==> src/rtl/spi_pkg.sv <==
// Shared SPI definitions: frame width, slave FSM states and synchroniser bit map.
package spi_pkg;

    localparam int unsigned SPI_DATA_W      = 8;
    localparam int unsigned SPI_SYNC_STAGES = 2;
    localparam logic [SPI_DATA_W-1:0] SPI_DUMMY_BYTE = 8'h00;

    // Bit positions inside the synchroniser input vector
    localparam int unsigned SYNC_W    = 3;
    localparam int unsigned SYNC_SCLK = 0;
    localparam int unsigned SYNC_CS   = 1;
    localparam int unsigned SYNC_MOSI = 2;
    localparam logic [SYNC_W-1:0] SYNC_RST = 3'b010;

    typedef enum logic {IDLE, ACTIVE} spi_slv_state_e;

endpackage

==> src/rtl/spi_slave_rx_tx_if.sv <==
// Pin and processor-side signals of the SPI responder.
interface spi_slave_rx_tx_if #(
    parameter int unsigned DATA_W = spi_pkg::SPI_DATA_W
);
    logic              sclk_i;
    logic              cs_ni;
    logic              mosi_i;
    logic              miso_o;
    logic              miso_oe_o;
    logic [DATA_W-1:0] tx_data_i;
    logic              tx_valid_i;
    logic              tx_ready_o;
    logic [DATA_W-1:0] rx_data_o;
    logic              rx_valid_o;
    logic              tx_underrun_o;

    modport slave (
        input  sclk_i, cs_ni, mosi_i, tx_data_i, tx_valid_i,
        output miso_o, miso_oe_o, tx_ready_o, rx_data_o, rx_valid_o, tx_underrun_o
    );

    modport master (
        output sclk_i, cs_ni, mosi_i, tx_data_i, tx_valid_i,
        input  miso_o, miso_oe_o, tx_ready_o, rx_data_o, rx_valid_o, tx_underrun_o
    );
endinterface

==> src/rtl/spi_sync_edge.sv <==
// Multi-stage synchroniser for SCLK/CS_n/MOSI with SCLK edge and CS_n fall pulses.
module spi_sync_edge
    import spi_pkg::*;
#(
    parameter int unsigned STAGES = SPI_SYNC_STAGES
) (
    input  logic              clk_i,
    input  logic              rst_i,
    input  logic [SYNC_W-1:0] async_i,
    output logic              cs_s_o,
    output logic              mosi_s_o,
    output logic              sclk_rise_c,
    output logic              sclk_fall_c,
    output logic              cs_fall_c
);

    logic [STAGES-1:0][SYNC_W-1:0] sync_q, sync_d;
    logic                          sclk_prev_q, sclk_prev_d;
    logic                          cs_prev_q, cs_prev_d;
    logic [SYNC_W-1:0]             sync_s;

    always_comb begin
        sync_d[0] = async_i;
        for (int unsigned s = 1; s < STAGES; s++) begin
            sync_d[s] = sync_q[s-1];
        end
        sync_s      = sync_q[STAGES-1];
        sclk_prev_d = sync_s[SYNC_SCLK];
        cs_prev_d   = sync_s[SYNC_CS];
    end

    always_ff @(posedge clk_i or negedge rst_i) begin
        if (!rst_i) begin
            sync_q      <= {STAGES{SYNC_RST}};
            sclk_prev_q <= 1'b0;
            cs_prev_q   <= 1'b1;
        end else begin
            sync_q      <= sync_d;
            sclk_prev_q <= sclk_prev_d;
            cs_prev_q   <= cs_prev_d;
        end
    end

    assign cs_s_o      = sync_s[SYNC_CS];
    assign mosi_s_o    = sync_s[SYNC_MOSI];
    assign sclk_rise_c =  sync_s[SYNC_SCLK] & ~sclk_prev_q;
    assign sclk_fall_c = ~sync_s[SYNC_SCLK] &  sclk_prev_q;
    assign cs_fall_c   = ~sync_s[SYNC_CS]   &  cs_prev_q;

endmodule

==> src/rtl/spi_slave_rx_tx.sv <==
// SPI mode-0 responder: oversampled MOSI receive, one-entry TX buffer feeding MISO.
module spi_slave_rx_tx
    import spi_pkg::*;
#(
    parameter int unsigned       DATA_W      = SPI_DATA_W,
    parameter int unsigned       SYNC_STAGES = SPI_SYNC_STAGES,
    parameter logic [DATA_W-1:0] DUMMY_BYTE  = DATA_W'(SPI_DUMMY_BYTE)
) (
    input  logic                clk_i,
    input  logic                rst_i,
    spi_slave_rx_tx_if.slave    bus
);

    localparam int unsigned           CNT_W   = $clog2(DATA_W);
    localparam logic [CNT_W-1:0]      CNT_MAX = CNT_W'(DATA_W - 1);

    spi_slv_state_e    state_q, state_d;
    logic [CNT_W-1:0]  bit_cnt_q, bit_cnt_d;
    logic              reload_pend_q, reload_pend_d;
    logic [DATA_W-1:0] tx_shift_q, tx_shift_d;
    logic [DATA_W-1:0] rx_shift_q, rx_shift_d;
    logic [DATA_W-1:0] tx_buf_q, tx_buf_d;
    logic              tx_ready_q, tx_ready_d;
    logic [DATA_W-1:0] rx_data_q, rx_data_d;
    logic              rx_valid_q, rx_valid_d;
    logic              underrun_q, underrun_d;
    logic              miso_q, miso_d;
    logic              miso_oe_q, miso_oe_d;

    logic [SYNC_W-1:0] sync_in_c;
    logic              cs_s, mosi_s;
    logic              sclk_rise_c, sclk_fall_c, cs_fall_c;
    logic              load_c;

    always_comb begin
        sync_in_c            = '0;
        sync_in_c[SYNC_SCLK] = bus.sclk_i;
        sync_in_c[SYNC_CS]   = bus.cs_ni;
        sync_in_c[SYNC_MOSI] = bus.mosi_i;
    end

    spi_sync_edge #(
        .STAGES (SYNC_STAGES)
    ) u_sync (
        .clk_i       (clk_i),
        .rst_i       (rst_i),
        .async_i     (sync_in_c),
        .cs_s_o      (cs_s),
        .mosi_s_o    (mosi_s),
        .sclk_rise_c (sclk_rise_c),
        .sclk_fall_c (sclk_fall_c),
        .cs_fall_c   (cs_fall_c)
    );

    always_ff @(posedge clk_i or negedge rst_i) begin
        if (!rst_i) begin
            state_q       <= IDLE;
            bit_cnt_q     <= CNT_MAX;
            reload_pend_q <= 1'b0;
            tx_shift_q    <= '0;
            rx_shift_q    <= '0;
            tx_buf_q      <= '0;
            tx_ready_q    <= 1'b1;
            rx_data_q     <= '0;
            rx_valid_q    <= 1'b0;
            underrun_q    <= 1'b0;
            miso_q        <= 1'b0;
            miso_oe_q     <= 1'b0;
        end else begin
            state_q       <= state_d;
            bit_cnt_q     <= bit_cnt_d;
            reload_pend_q <= reload_pend_d;
            tx_shift_q    <= tx_shift_d;
            rx_shift_q    <= rx_shift_d;
            tx_buf_q      <= tx_buf_d;
            tx_ready_q    <= tx_ready_d;
            rx_data_q     <= rx_data_d;
            rx_valid_q    <= rx_valid_d;
            underrun_q    <= underrun_d;
            miso_q        <= miso_d;
            miso_oe_q     <= miso_oe_d;
        end
    end

    always_comb begin
        state_d       = state_q;
        bit_cnt_d     = bit_cnt_q;
        reload_pend_d = reload_pend_q;
        tx_shift_d    = tx_shift_q;
        rx_shift_d    = rx_shift_q;
        tx_buf_d      = tx_buf_q;
        tx_ready_d    = tx_ready_q;
        rx_data_d     = rx_data_q;
        rx_valid_d    = 1'b0;
        underrun_d    = 1'b0;
        load_c        = 1'b0;

        case (state_q)
            IDLE: begin
                bit_cnt_d     = CNT_MAX;
                reload_pend_d = 1'b0;
                rx_shift_d    = '0;
                if (cs_fall_c) begin
                    load_c  = 1'b1;
                    state_d = ACTIVE;
                end
            end
            ACTIVE: begin
                if (cs_s) begin
                    // Deselect: partial frame dropped, unloaded TX entry kept
                    state_d       = IDLE;
                    bit_cnt_d     = CNT_MAX;
                    reload_pend_d = 1'b0;
                end else if (sclk_rise_c) begin
                    rx_shift_d = {rx_shift_q[DATA_W-2:0], mosi_s};
                    if (bit_cnt_q == '0) begin
                        bit_cnt_d     = CNT_MAX;
                        reload_pend_d = 1'b1;
                        rx_data_d     = rx_shift_d;
                        rx_valid_d    = 1'b1;
                    end else begin
                        bit_cnt_d = bit_cnt_q - CNT_W'(1);
                    end
                end else if (sclk_fall_c) begin
                    if (reload_pend_q) begin
                        load_c        = 1'b1;
                        reload_pend_d = 1'b0;
                    end else begin
                        tx_shift_d = tx_shift_q << 1;
                    end
                end
            end
            default: state_d = IDLE;
        endcase

        // Load sees the buffer as it was before any same-cycle write
        if (load_c) begin
            if (!tx_ready_q) begin
                tx_shift_d = tx_buf_q;
                tx_ready_d = 1'b1;
            end else begin
                tx_shift_d = DUMMY_BYTE;
                underrun_d = 1'b1;
            end
        end

        if (bus.tx_valid_i && tx_ready_q) begin
            tx_buf_d   = bus.tx_data_i;
            tx_ready_d = 1'b0;
        end

        miso_oe_d = (state_d == ACTIVE);
        miso_d    = miso_oe_d & tx_shift_d[DATA_W-1];
    end

    assign bus.miso_o        = miso_q;
    assign bus.miso_oe_o     = miso_oe_q;
    assign bus.tx_ready_o    = tx_ready_q;
    assign bus.rx_data_o     = rx_data_q;
    assign bus.rx_valid_o    = rx_valid_q;
    assign bus.tx_underrun_o = underrun_q;

endmodule

==> src/flat_wrapper.sv <==
// flat-port wrapper written by rule: the top's interface ports become plain ports
module spi_slave_rx_tx_flat import spi_pkg::*;
#(
    parameter int unsigned       DATA_W      = SPI_DATA_W,
    parameter int unsigned       SYNC_STAGES = SPI_SYNC_STAGES,
    parameter logic [DATA_W-1:0] DUMMY_BYTE  = DATA_W'(SPI_DUMMY_BYTE)
)
  (clk_i, rst_i, bus_sclk_i, bus_cs_ni, bus_mosi_i, bus_tx_data_i, bus_tx_valid_i, bus_miso_o, bus_miso_oe_o, bus_tx_ready_o, bus_rx_data_o, bus_rx_valid_o, bus_tx_underrun_o);
  spi_slave_rx_tx_if #(.DATA_W(DATA_W)) bus_i ();
  input  logic clk_i;
  input  logic rst_i;
  input wire logic [$bits(bus_i.sclk_i)-1:0] bus_sclk_i;
  input wire logic [$bits(bus_i.cs_ni)-1:0] bus_cs_ni;
  input wire logic [$bits(bus_i.mosi_i)-1:0] bus_mosi_i;
  input wire logic [$bits(bus_i.tx_data_i)-1:0] bus_tx_data_i;
  input wire logic [$bits(bus_i.tx_valid_i)-1:0] bus_tx_valid_i;
  output wire logic [$bits(bus_i.miso_o)-1:0] bus_miso_o;
  output wire logic [$bits(bus_i.miso_oe_o)-1:0] bus_miso_oe_o;
  output wire logic [$bits(bus_i.tx_ready_o)-1:0] bus_tx_ready_o;
  output wire logic [$bits(bus_i.rx_data_o)-1:0] bus_rx_data_o;
  output wire logic [$bits(bus_i.rx_valid_o)-1:0] bus_rx_valid_o;
  output wire logic [$bits(bus_i.tx_underrun_o)-1:0] bus_tx_underrun_o;
  assign bus_i.sclk_i = bus_sclk_i;
  assign bus_i.cs_ni = bus_cs_ni;
  assign bus_i.mosi_i = bus_mosi_i;
  assign bus_i.tx_data_i = bus_tx_data_i;
  assign bus_i.tx_valid_i = bus_tx_valid_i;
  assign bus_miso_o = bus_i.miso_o;
  assign bus_miso_oe_o = bus_i.miso_oe_o;
  assign bus_tx_ready_o = bus_i.tx_ready_o;
  assign bus_rx_data_o = bus_i.rx_data_o;
  assign bus_rx_valid_o = bus_i.rx_valid_o;
  assign bus_tx_underrun_o = bus_i.tx_underrun_o;
  spi_slave_rx_tx #(.DATA_W(DATA_W), .SYNC_STAGES(SYNC_STAGES), .DUMMY_BYTE(DUMMY_BYTE)) u_core (.clk_i(clk_i), .rst_i(rst_i), .bus(bus_i));
endmodule
==> config.mk <==
export PLATFORM = sky130hd
export DESIGN_NAME = spi_slave_rx_tx_flat
export DESIGN_NICKNAME = d
export VERILOG_FILES = /design/src/rtl/spi_pkg.sv /design/src/rtl/spi_slave_rx_tx_if.sv /design/src/rtl/spi_sync_edge.sv /design/src/rtl/spi_slave_rx_tx.sv /design/src/flat_wrapper.sv
export SDC_FILE = /design/constraint.sdc
export NUM_CORES = 1
export LEC_CHECK = 0
export CORE_AREA = 2 2 73 75
export CTS_CLUSTER_DIAMETER = 100
export DETAILED_ROUTE_END_ITERATION = 10
export DIE_AREA = 0 0 75 77
export PLACE_DENSITY = 0.7
export SLEW_MARGIN = 25
export SYNTH_ARGS = -nofsm -noshare
export SYNTH_HDL_FRONTEND = slang
export SYNTH_SLANG_ARGS = --single-unit
==> constraint.sdc <==
create_clock -name clk_i -period 1.6 [get_ports clk_i]
set_clock_uncertainty 0.05 [all_clocks]
set_input_delay 0.48 -clock clk_i [delete_from_list [all_inputs] [get_ports clk_i]]
set_output_delay 0.48 -clock clk_i [all_outputs]
set_load 0.1 [all_outputs]
==> metrics, run 1 <==
crit share post-route 103%; CP peak stage delay 0.51 ns; area grow syn2layout 39.3%; Netlist cell types 28; CTS tree yes; arrival time worst endpoint 1.79 ns; Slew Limit Headroom 78.9%; Peak VDD IR 0.710 mV; Vias 1177; Setup-failing EPs final 4; vias in the first global route 1200; Hold WS 0.0926 ns; CP Data Required Time 1.74 ns; H-tree Lvls 2; dpl cell area 2450 sq um; synthesized area 1910 sq um; delay-heaviest family, CP flip-flops; Die Span Y 77 um; Post-synth EDFFs 0; vias per inst 4.71; number of remaining DRC errors 0; IO buf count 26; Worst Max-Slew Pin Slew 0.316 ns; # fillers 412; drt total wl 3.54 mm; Mapped Cells 138; FMAX 0.608 GHz; Root Buffer clkbuf_8; CTS Buf Count 5; Seq/Total Area, Yosys 63.4%; synthesized area per cell 13.8 sq um; most frequent cell after synthesis dfrtp_1; largest net degree at the start of global routing 49; Max Root-Sink Buffers 2; Synth top area share 53.7%; nets 195; Yosys top cell by area dfrtp_1; crit path kind flip-flop to flip-flop; setup total negative slack -0.113 ns; Layout Cells excl Fill 250; syn_nets 154; synth top area cells dfrtp_1 54%, dfstp_2 9.6%, mux2_2 9.4%, nor2b_1 5.2%, mux2i_1 3.7%; CP Capture Type flip-flop; clock sink total 48; GRT Resource Usage Total 12.6%; Multi-input gate area 739 sq um; initial core utilization 38.4%; post-synthesis register bit count 48; Core Rows 26; Max Slew Vio Count 0; diodes inserted 0; Clk pin slew, worst setup/hold paths 0.08 ns; initial antenna violation count 0; PD cells 968 nW/um^2; CP startpoint kind flip-flop; remaining global-route overflow 0; Hold Crit Class primary input to async pin; worst setup margin -0.0454 ns; failing checks negative setup slack; drt first pass iters 4; post-route cell area 2660 sq um; Worst path slowest cell dfrtp_4; CTS Hold Bufs 0; wire per inst 14.1 um; Reg area 1220 sq um; number of synthesis warnings 0; layout cells sized above 1 37.2%; I/O pin cnt 27; MaxCap Viol Count 0; Primary FF master, synth dfrtp_1; Pleak 0.00123 uW; placed cells 237; Hold Vio Cnt, Final 0; antenna-violating nets left 0; die area 5780 sq um; clk_lat worst skew 0.30 ns; routability cong. 0.690; worst-path cell chain buf_6 > nor2b_4 > and4bb_1 > mux2_4 > o211a_1; RSZ-0062 raised after global routing yes; initial DRC count 38; async set or reset register ratio after synthesis 100%; worst-path fanout max 3; first-pass GRT wire length 5.61 mm; CP Buf/Inv Count 1; commonest cells in the netlist 41 x dfrtp_1, 16 x mux2_2, 16 x nor2b_1; fin util 53.4%; die span in x 75 um; core area 4980 sq um; Final HPWL DP 2.34 mm; min Tclk post-route 1.65 ns; outcome complete, but fails checks
==> cells in the final DEF (no fill, tap or decap), drive strengths merged, types with 2 or more instances in the layout <==
| cell type | netlist | routed |
|---|---|---|
| a21oi | 2 | 2 |
| a221o | 6 | 6 |
| buf | 5 | 26 |
| clkbuf | 0 | 6 |
| clkdlybuf4s50 | 0 | 12 |
| dfrtp | 41 | 41 |
| dfstp | 7 | 7 |
| ha | 2 | 2 |
| inv | 6 | 6 |
| mux2 | 17 | 17 |
| mux2i | 7 | 7 |
| nand2 | 4 | 4 |
| nand2b | 3 | 3 |
| nand3 | 2 | 2 |
| nand4b | 2 | 3 |
| nor2 | 3 | 3 |
| nor2b | 17 | 17 |
| o21a | 2 | 2 |
| o21ai | 4 | 4 |
==> worst paths after layout <==
kind | from | to | slack [ns] | depth (start not counted)
worst max-delay path | u_core.state_q$_DFF_PN0_ | u_core.bus.miso_o$_DFF_PN0_ | -0.05 | 5
worst min-delay path | rst_i | u_core.bus.rx_data_o[5]$_DFFE_PN0P_ | 0.09 | 2
worst max register to register | u_core.state_q$_DFF_PN0_ | u_core.bus.miso_o$_DFF_PN0_ | -0.05 | 5
worst min register to register | u_core.u_sync.sync_d[3]$_DFF_PN0_ | u_core.u_sync.sync_s[0]$_DFF_PN0_ | 0.30 | 0
max in group asynchronous | rst_i | u_core.u_sync.cs_prev_q$_DFF_PN1_ | 1.12 | 2
min in group clk_i | u_core.u_sync.sync_d[3]$_DFF_PN0_ | u_core.u_sync.sync_s[0]$_DFF_PN0_ | 0.30 | 0
==> power breakdown <==
| group | switching (uW) | internal (uW) | total (uW) | leakage, uW |
|---|---|---|---|---|
| Clock | 389 | 311 | 700 | 0.0000414 |
| Combinational | 189 | 234 | 423 | 0.000584 |
| Sequential | 87.7 | 1360 | 1450 | 0.000604 |
==> per-stage QoR <==
stage	power [uW]	setup slack [ns]
after floorplan	1700	-0.234
after global placement	1840	-0.0795
after detailed placement	1870	-0.132
after CTS	2590	-0.0495
after global routing	2710	-0.0739
final	2570	-0.0454
==> flip-flops by register name, summed over array words and instances (netlist names) <==
| register | cells |
|---|---|
| u_core.bus.tx_ready_o | 1 |
| u_core.bus.rx_data_o | 8 |
| u_core.bit_cnt_q | 3 |
| u_core.u_sync.sclk_prev_q | 1 |
| u_core.reload_pend_q | 1 |
| u_core.rx_shift_q | 7 |
| u_core.state_q | 1 |
| u_core.u_sync.sync_s | 3 |
| u_core.bus.tx_underrun_o | 1 |
| u_core.u_sync.sync_d | 3 |
| u_core.tx_buf_q | 8 |
| u_core.tx_shift_q | 8 |
| u_core.u_sync.cs_prev_q | 1 |
| u_core.bus.rx_valid_o | 1 |
| u_core.bus.miso_o | 1 |
==> cell families (layout without fill, tap and decap cells) <==
family / Yosys count / after routing / share of synthesized area (%)
buffers and inverters: 11 / 52 / 2.49
adder cells (fa/ha/maj): 2 / 2 / 1.31
XOR/XNOR: 1 / 1 / 0.459
flip-flops: 48 / 48 / 63.4
AO/OA/AOI/OAI: 18 / 18 / 7.27
AND/OR/NAND/NOR: 34 / 35 / 11.2
multiplexers: 24 / 24 / 13.9
==> cell type report <==
cell class	count	area share, %
Tap cell	70	3.29
Clock buffer	6	2.73
Multi-Input combinational cell	80	27.8
Inverter	6	0.847
Timing Repair Buffer	38	18.9
Clock inverter	2	0.612
Sequential cell	48	45.8
==> what timing repair did <==
item                       in CTS  in global routing
pin swaps                       0                  7
gates cloned                    0                  1
setup buffers                   3                  2
resized for setup               2                 16
setup endpoints to repair       2                 25
==> per-layer routing <==
| layer | track usage [%] | vias to the layer above | routed length (um) |
|---|---|---|---|
| met5 | 0 | - | 0 |
| met1 | 17.1 | 583 | 1570 |
| met4 | 3.21 | 0 | 38 |
| met3 | 4.07 | 5 | 164 |
| li1 | - | 561 | - |
| met2 | 19.3 | 28 | 1760 |
Power figures use the tool's default switching activity.
==> run 2, diff against run 1 <==
ABC_CLOCK_PERIOD_IN_PS = 1600   (was default)
==> results of run 2 <==
Same layout as run 1: the final DEF is identical, and so are final timing and power.
